$ cat config.mk
export PLATFORM = sky130hd
export DESIGN_NAME = ring_bus_master
export DESIGN_NICKNAME = d
export VERILOG_FILES = /design/src/rtl/ring_bus_pkg.sv /design/src/rtl/rr_arbiter2.sv /design/src/rtl/ring_bus_master.sv
export SDC_FILE = /design/constraint.sdc
export NUM_CORES = 1
export LEC_CHECK = 0
export BUFFER_PORTS_ARGS = -buffer_cell sky130_fd_sc_hd__buf_2
export CELL_PAD_IN_SITES_DETAIL_PLACEMENT = 1
export CELL_PAD_IN_SITES_GLOBAL_PLACEMENT = 2
export CORE_AREA = 5 5 88 90
export CTS_BUF_LIST = sky130_fd_sc_hd__clkbuf_16
export DETAILED_ROUTE_END_ITERATION = 8
export DIE_AREA = 0 0 93 95
export GPL_ROUTABILITY_DRIVEN = 0
export GPL_TIMING_DRIVEN = 0
export PLACE_DENSITY_LB_ADDON = 0.1
export SLEW_MARGIN = 20
export SYNTH_ARGS = -nofsm -noshare
export SYNTH_HDL_FRONTEND = slang
export SYNTH_SLANG_ARGS = --single-unit
$ cat constraint.sdc
create_clock -name clk -period 4.7 [get_ports clk]
set_input_delay 0.705 -clock clk [delete_from_list [all_inputs] [get_ports clk]]
set_output_delay 0.705 -clock clk [all_outputs]
set_load 0.1 [all_outputs]
$ cat src/rtl/ring_bus_pkg.sv
// Shared types and constants for the ring bus master and its arbiter.
package ring_bus_pkg;

    typedef enum logic [1:0] {
        ST_IDLE  = 2'd0,
        ST_ISSUE = 2'd1,
        ST_WAIT  = 2'd2,
        ST_RESP  = 2'd3
    } state_t;

    localparam logic RW_READ  = 1'b1;
    localparam logic RW_WRITE = 1'b0;

    // Control field layout is {R/W, ACK}
    localparam int unsigned CTRL_RW_BIT  = 1;
    localparam int unsigned CTRL_ACK_BIT = 0;

    localparam logic [1:0] CTRL_IDLE = 2'b10;

endpackage

$ cat src/rtl/rr_arbiter2.sv
// Two-way round-robin arbiter; the last-granted side loses a tie.
module rr_arbiter2 (
    input  logic       clk,
    input  logic       rst_n,
    input  logic [1:0] req,
    input  logic       accept,
    output logic [1:0] grant
);

    logic last_grant;

    always_comb begin
        grant = req;
        if (req == 2'b11) begin
            grant = last_grant ? 2'b01 : 2'b10;
        end
    end

    always_ff @(posedge clk or negedge rst_n) begin
        if (!rst_n) begin
            last_grant <= 1'b1;
        end else if (accept) begin
            last_grant <= grant[1];
        end
    end

endmodule

$ cat src/rtl/ring_bus_master.sv
// Single-outstanding master for a daisy-chained register ring with ACK timeout.
module ring_bus_master
    import ring_bus_pkg::*;
#(
    parameter int TIMEOUT_CYC = 16,
    parameter int ADDR_W      = 8
) (
    input  logic              clk,
    input  logic              rst_n,
    input  logic              req0_valid,
    input  logic              req0_rw,
    input  logic [ADDR_W-1:0] req0_addr,
    input  logic [7:0]        req0_wdata,
    output logic              req0_ready,
    input  logic              req1_valid,
    input  logic              req1_rw,
    input  logic [ADDR_W-1:0] req1_addr,
    input  logic [7:0]        req1_wdata,
    output logic              req1_ready,
    output logic              rsp_valid,
    output logic              rsp_id,
    output logic [7:0]        rsp_rdata,
    output logic              rsp_err,
    output logic [7:0]        bus_d_out,
    output logic [ADDR_W-1:0] bus_addr,
    output logic [1:0]        bus_ctrl_out,
    input  logic [7:0]        bus_d_in,
    input  logic [1:0]        bus_ctrl_in
);

    localparam int CNT_W = $clog2(TIMEOUT_CYC + 1);
    localparam logic [CNT_W-1:0] LAST_WAIT = CNT_W'(TIMEOUT_CYC - 1);

    state_t            state;
    logic [CNT_W-1:0]  wait_cnt;
    logic              cap_rw;
    logic              cap_id;
    logic [1:0]        grant;
    logic              accept;
    logic              ack;
    logic              sel_rw;
    logic [ADDR_W-1:0] sel_addr;
    logic [7:0]        sel_wdata;
    logic              unused_ctrl;

    rr_arbiter2 u_arb (
        .clk    (clk),
        .rst_n  (rst_n),
        .req    ({req1_valid, req0_valid}),
        .accept (accept),
        .grant  (grant)
    );

    assign accept     = (state == ST_IDLE) && (grant != 2'b00);
    assign req0_ready = rst_n && (state == ST_IDLE) && grant[0];
    assign req1_ready = rst_n && (state == ST_IDLE) && grant[1];

    assign sel_rw    = grant[1] ? req1_rw    : req0_rw;
    assign sel_addr  = grant[1] ? req1_addr  : req0_addr;
    assign sel_wdata = grant[1] ? req1_wdata : req0_wdata;

    // Case equality so an undriven (x/z) chain tail never counts as ACK
    assign ack = (bus_ctrl_in[CTRL_ACK_BIT] === 1'b1);
    // The R/W bit echoed by the tail carries nothing the master needs
    assign unused_ctrl = bus_ctrl_in[CTRL_RW_BIT];

    always_ff @(posedge clk or negedge rst_n) begin
        if (!rst_n) begin
            state        <= ST_IDLE;
            wait_cnt     <= '0;
            cap_rw       <= RW_WRITE;
            cap_id       <= 1'b0;
            rsp_valid    <= 1'b0;
            rsp_id       <= 1'b0;
            rsp_rdata    <= '0;
            rsp_err      <= 1'b0;
            bus_d_out    <= '0;
            bus_addr     <= '0;
            bus_ctrl_out <= CTRL_IDLE;
        end else begin
            rsp_valid <= 1'b0;
            unique case (state)
                ST_IDLE: begin
                    if (accept) begin
                        cap_rw                     <= sel_rw;
                        cap_id                     <= grant[1];
                        bus_addr                   <= sel_addr;
                        bus_d_out                  <= (sel_rw == RW_READ) ? '0 : sel_wdata;
                        bus_ctrl_out[CTRL_RW_BIT]  <= sel_rw;
                        bus_ctrl_out[CTRL_ACK_BIT] <= 1'b0;
                        state                      <= ST_ISSUE;
                    end
                end
                ST_ISSUE: begin
                    wait_cnt <= '0;
                    state    <= ST_WAIT;
                end
                ST_WAIT: begin
                    // ACK is checked first so it wins on the last permitted cycle
                    if (ack || (wait_cnt == LAST_WAIT)) begin
                        rsp_valid    <= 1'b1;
                        rsp_id       <= cap_id;
                        rsp_err      <= !ack;
                        rsp_rdata    <= (ack && (cap_rw == RW_READ)) ? bus_d_in : '0;
                        bus_d_out    <= '0;
                        bus_addr     <= '0;
                        bus_ctrl_out <= CTRL_IDLE;
                        state        <= ST_RESP;
                    end else begin
                        wait_cnt <= wait_cnt + 1'b1;
                    end
                end
                ST_RESP: begin
                    rsp_id    <= 1'b0;
                    rsp_rdata <= '0;
                    rsp_err   <= 1'b0;
                    state     <= ST_IDLE;
                end
                default: state <= ST_IDLE;
            endcase
        end
    end

endmodule

==> results of run 1 <==
-- flip-flops by register name (all words and copies together) (netlist names) --
signal	cells
bus_addr	8
bus_d_out	8
rsp_rdata	8
wait_cnt	5
state	2
bus_ctrl_out	1
cap_id	1
cap_rw	1
rsp_err	1
rsp_id	1
rsp_valid	1
u_arb.last_grant	1
-- routing by layer --
layer | vias up | wire length (um)
li1 | 849 | -
met2 | 47 | 2475
met5 | - | 0
met1 | 840 | 2510
met3 | 5 | 337
met4 | 0 | 68
-- cells in the final DEF (no fill, tap or decap), types with 3 or more instances in the layout --
cell                        count
sky130_fd_sc_hd__clkbuf_16      5
sky130_fd_sc_hd__nor3b_1       19
sky130_fd_sc_hd__o2bb2ai_1      8
sky130_fd_sc_hd__a21oi_1        3
sky130_fd_sc_hd__o21ai_0       19
sky130_fd_sc_hd__and3_1         3
sky130_fd_sc_hd__mux2i_1       11
sky130_fd_sc_hd__buf_2         79
sky130_fd_sc_hd__mux2_2        18
sky130_fd_sc_hd__nand2_1       12
sky130_fd_sc_hd__nor2_1         4
sky130_fd_sc_hd__dfrtp_1       36
sky130_fd_sc_hd__ha_1           6
sky130_fd_sc_hd__nand2b_1       3
sky130_fd_sc_hd__clkbuf_1       4
sky130_fd_sc_hd__inv_1          3
-- worst reg2reg max path, stage by stage, from the launching register on --
cell	delay [ns]
sky130_fd_sc_hd__dfrtp_1	0.40
sky130_fd_sc_hd__ha_1	0.18
sky130_fd_sc_hd__and3_1	0.17
sky130_fd_sc_hd__ha_1	0.28
sky130_fd_sc_hd__nor3b_4	0.11
sky130_fd_sc_hd__a211oi_4	0.52
sky130_fd_sc_hd__mux2_2	0.40
-- final timing paths --
check,startpoint,end,slack (ns),cells after the start
min in group asynchronous,rst_n,wait_cnt[1],0.55,1
worst min register to register,bus_addr[2],bus_addr[2],0.48,1
worst max-delay path,req1_valid,req1_ready,1.74,6
max in group asynchronous,rst_n,wait_cnt[2],3.58,1
worst max register to register,wait_cnt[0],bus_d_out[3],2.52,6
worst min-delay path,bus_addr[2],bus_addr[2],0.48,1
-- per-stage QoR --
stage | hold slack [ns] | std cells | cell area, sq um | worst slack (ns) | util (%)
final | 0.4842 | 356 | 2720 | 1.739 | 38.96
after global routing | 0.5051 | 356 | 2720 | 1.661 | 38.96
after CTS | 0.4917 | 356 | 2720 | 1.739 | 38.96
after detailed placement | 0.4715 | 348 | 2579 | 1.744 | 36.94
after global placement | 0.4674 | 348 | 2579 | 1.736 | 36.94
after floorplan | 0.4094 | 192 | 2106 | 1.820 | -
-- cell type report --
type                    instances  area, sq um  area share (%)
well taps                      82        102.6           3.772
clock buffers                   5        125.1           4.600
plain buffers                  15        82.58           3.036
flip-flops and latches         38        953.4           35.05
clock inverters                 3        16.27          0.5980
multi-input cells             136         1059           38.91
inverters                       3        11.26          0.4140
repair buffers                 74        370.4           13.62
-- logic make-up after synthesis --
| family | share of synthesized area, % |
|---|---|
| AOI/OAI and AO/OA | 14.62 |
| xor gates and xnor gates | 0.8320 |
| adders and majority gates | 3.565 |
| buffers and inverters | 4.455 |
| DFF | 45.28 |
| muxes | 14.85 |
| other | 0.1781 |
| and+or+nand+nor | 16.22 |
==> results.yml, run 1 <==
run_status:
  status: "completed"
cts:
  clock_latency_ns: 0.28
  cts_made_buffers: 5
  cts_setup_buffers: 0
  root_buffer: "sky130_fd_sc_hd__clkbuf_16"
  cts_max_level: 2
  cts-resized-gates: 0
  number_of_hold_buffers_added_after_cts: 0
  path_clk_slew_ns: 0.06
  tritoncts_clock_tree: "yes"
  clock_sink_count: 38
  clock_path_buffers: 2
logic_synthesis:
  asyncSetResetFlopFracSynth_pct: 100.0
  syn-num-nets: 246
  synth.cell_area_sq_mm: 0.002106
  synth_top_area_share_pct: 42.78
  netlist.top_cell.by_area: "sky130_fd_sc_hd__dfrtp_1"
  synth_commonest_cells: "sky130_fd_sc_hd__dfrtp_1 (36), sky130_fd_sc_hd__nor3b_1 (19), sky130_fd_sc_hd__o21ai_0 (19)"
  postSynthAreaPerCell_sq_um: 10.97
  ys_types: 44
  synth.ff_latch_count: 38
  synthTopCellsByArea: "sky130_fd_sc_hd__dfrtp_1 (43%), sky130_fd_sc_hd__mux2_2 (9.6%), sky130_fd_sc_hd__nor3b_1 (6.8%)"
  yosys.cell_count.top_type: "sky130_fd_sc_hd__dfrtp_1"
  synth_ff_type: "sky130_fd_sc_hd__dfrtp_1"
  synth-edff-count: 0
  seq_area_frac_synth_pct: 45.28
  syn_inst: 192
  yosysWarningCount: 0
timing:
  maxSlewViolCount: 0
  max_slew.worst_pin.slew_ns: 0.8964
  final_period_minus_worst_setup_slack_ns: 2.961
  final_tns_setup_ns: 0
  finalClockSkew_ns: 0.006793
  grt_setup_unrepaired: "false"
  fin_crit_sh_pct: 63.00
  timing.fmax_mhz: 337.7
  setup-violations-final: 0
  hold_viol_final: 0
  worst_slew_margin_rel_pct: 40.24
critical_path:
  timing.setup.critical_path_class: "in2out"
  cell_chain_of_the_critical_path: "buf_2 > a21boi_0 > buf_4 > buf_8 > and3_1 > buf_2"
  crit_arrival_ns: 2.26
  crit_path_max_fanout: 10
  critical_path_required_ns: 3.99
  critPathTopFamily: "buffers and inverters"
  timing.critical_path.slowest_cell_delay_ns: 0.43
  worst_path_max_delay_cell: "sky130_fd_sc_hd__buf_2"
  crit_buf_inv: 4
  cp_startpoint_kind: "primary input"
  cp-end-kind: "output pin"
  critPathMostFrequentCell: "sky130_fd_sc_hd__buf_2"
global_routing:
  grt_antenna_before_repair: 0
  global_route_total_usage_across_every_layer_pct: 12.62
  grtUsageMet3_pct: 4.143
  grt_pass1_vias: 1847
  grt_use_met2_pct: 20.28
  overflow: 0
  grt_start_max_net_pins: 41
  globalRouteMet1Util_pct: 16.22
  grt_first_pass_wirelength_mm: 8.866
  top_usage_layer: "met2"
floorplanning:
  num_io_pins: 79
  floorplan.rows: 31
  dieWidth_um: 93
  start_util_pct: 30.16
  die_ar_sq_mm: 0.008835
  die_y_um: 95
  floorplan.core_area_sq_mm: 0.006982
cells_and_area:
  area.growth.synth_to_final_pct: 29.17
  antenna_cells: 0
  fraction_of_layout_cells_with_a_size_suffix_above_1_pct: 42.70
  fillers: 819
  nets: 327
route:
  drt_wl_total_mm: 5.391
  drt-pass1-iter-count: 3
  via_per_inst: 4.890
  drtAntennaViolNets: 0
  drc: 0
  post_drt_wl_per_cell_um: 15.14
  drt-initial-drc-count: 36
  via_count: 1741
place:
  dp_hpwl_mm: 4.016
  placement.io_buffers: 74
worst_hold_path:
  timing.hold.worst.class: "reg2reg"
run:
  timing.max_cap.violations: 0
Power of run 1 is left out: the tool's default activity adds up to more than one toggle a clock period on the data nets, which glitch-free logic cannot reach.
==> run 2: changes to the inputs <==
--- a/config.mk
+++ b/config.mk
@@ -8,10 +8,10 @@
 export BUFFER_PORTS_ARGS = -buffer_cell sky130_fd_sc_hd__buf_2
 export CELL_PAD_IN_SITES_DETAIL_PLACEMENT = 1
 export CELL_PAD_IN_SITES_GLOBAL_PLACEMENT = 2
-export CORE_AREA = 5 5 88 90
+export CORE_AREA = 5 5 95 97
 export CTS_BUF_LIST = sky130_fd_sc_hd__clkbuf_16
 export DETAILED_ROUTE_END_ITERATION = 8
-export DIE_AREA = 0 0 93 95
+export DIE_AREA = 0 0 100 102
 export GPL_ROUTABILITY_DRIVEN = 0
 export GPL_TIMING_DRIVEN = 0
 export PLACE_DENSITY_LB_ADDON = 0.1
==> constraint.sdc (replaced) <==
create_clock -name clk -period 2.7 [get_ports clk]
set_input_delay 0.405 -clock clk [delete_from_list [all_inputs] [get_ports clk]]
set_output_delay 0.405 -clock clk [all_outputs]
set_load 0.1 [all_outputs]
==> results.yml, run 2 (synthesis gave the netlist of run 1 again) <==
route:
  drt-pass1-iter-count: 4
  drc: 0
  drt-initial-drc-count: 15
  via_count: 1726
  via_per_inst: 4.554
  drtAntennaViolNets: 0
  post_drt_wl_per_cell_um: 14.96
  drt_wl_total_mm: 5.669
floorplanning:
  die_y_um: 102
  dieWidth_um: 100
  floorplan.rows: 33
  floorplan.core_area_sq_mm: 0.008051
  die_ar_sq_mm: 0.01020
  num_io_pins: 79
  start_util_pct: 26.15
critical_path:
  reg2reg_from: "wait_cnt[1]"
  cp_startpoint_kind: "flip-flop"
  crit_path_max_fanout: 10
  timing.setup.critical_path_class: "reg2out"
  crit_arrival_ns: 2.10
  critical_path_required_ns: 2.30
  rrSetupSlack_ns: 0.53
  reg2reg_depth: 6
  cp-end-kind: "output pin"
  regToRegEndpoint: "bus_d_out[4]"
cts:
  clock_latency_ns: 0.28
  root_buffer: "sky130_fd_sc_hd__clkbuf_16"
  tritoncts_clock_tree: "yes"
  clock_sink_count: 38
  cts_max_level: 2
  cts_setup_buffers: 0
  path_clk_slew_ns: 0.06
  clock_path_buffers: 2
  cts-resized-gates: 0
  cts_made_buffers: 5
  number_of_hold_buffers_added_after_cts: 0
cells_and_area:
  antenna_cells: 0
  layout_top_registers: "bus_addr: 8 flops, bus_d_out: 8 flops, rsp_rdata: 8 flops"
  fillers: 967
  layout.cells.most_common_list: "sky130_fd_sc_hd__buf_2 (79), sky130_fd_sc_hd__dfrtp_1 (36), sky130_fd_sc_hd__o21ai_0 (19), sky130_fd_sc_hd__nor3b_1 (19), sky130_fd_sc_hd__mux2_2 (18)"
  nets: 327
  fraction_of_layout_cells_with_a_size_suffix_above_1_pct: 42.70
  area.growth.synth_to_final_pct: 30.42
  final_util_pct: 34.11
  layout_commonest_cell: "sky130_fd_sc_hd__buf_2"
timing:
  finalClockSkew_ns: 0.007537
  fin_crit_sh_pct: 92.75
  timing.fmax_mhz: 399.3
  worst_slew_margin_rel_pct: 40.59
  maxSlewViolCount: 0
  grt_setup_unrepaired: "false"
  fin_worst_hold_slack_ns: 0.2513
  hold_viol_final: 0
  final_tns_setup_ns: 0
  max_slew.worst_pin.slew_ns: 0.8911
  final_period_minus_worst_setup_slack_ns: 2.504
  setup-violations-final: 0
global_routing:
  overflow: 0
  grt_antenna_before_repair: 0
  grt_start_max_net_pins: 41
  global_route_total_usage_across_every_layer_pct: 11.56
  grt_first_pass_wirelength_mm: 9.397
  grt_pass1_vias: 1847
worst_hold_path:
  timing.hold.worst.class: "in2async"
run_status:
  status: "completed"
place:
  placement.io_buffers: 74
  dp_hpwl_mm: 4.212
run:
  timing.max_cap.violations: 0
run 2: changes by cell type in the layout (fill, tap and decap cells not counted), sizes merged:
cell / before / now
inv: 3 / 4
clkinvlp: 1 / 0
run 2: layout make-up:
cell class                 count  area [sq um]  area share, %
tap                          105         131.4          4.784
timing repair buffer          74         370.4          13.49
buffer                        15         82.58          3.007
inverter                       3         11.26         0.4100
clock buffer                   5         125.1          4.556
clock inverter                 3         13.76         0.5011
multi-input combinational    136          1059          38.54
sequential                    38         953.4          34.72
run 2: routing by layer:
metal | vias up | track usage (%) | routed length [um]
li1 | 849 | - | -
met1 | 825 | 15.15 | 2599
met2 | 47 | 18.32 | 2657
met3 | 5 | 3.754 | 350
met4 | 0 | 3.420 | 61
met5 | - | 0 | 0
run 2: stage by stage:
stage | area [sq um] | cells | worst slack (ns)
floorplan | 2106 | 192 | 0.4204
global placement | 2608 | 371 | 0.3160
detailed placement | 2608 | 371 | 0.2983
CTS | 2746 | 379 | 0.1655
global route | 2746 | 379 | 0.07664
finish | 2746 | 379 | 0.1958
run 2: worst max-delay path by stage:
stage	cells after the start	from	slack, ns	to
3_3_place_gp	6	req1_valid	0.32	req1_ready
2_1_floorplan	4	req1_valid	0.42	req1_ready
4_1_cts	5	u_arb.last_grant	0.17	req1_ready
5_1_grt	5	u_arb.last_grant	0.08	req1_ready
6_report	5	u_arb.last_grant	0.20	req1_ready
3_5_place_dp	6	req1_valid	0.30	req1_ready
run 2: critical path, cell delays in order (launching register included):
cell                       delay [ns]
sky130_fd_sc_hd__dfstp_2         0.37
sky130_fd_sc_hd__a21boi_0        0.39
sky130_fd_sc_hd__buf_4           0.28
sky130_fd_sc_hd__buf_8           0.17
sky130_fd_sc_hd__and3_1          0.16
sky130_fd_sc_hd__buf_2           0.43
Power of run 2 is left out for the same reason.
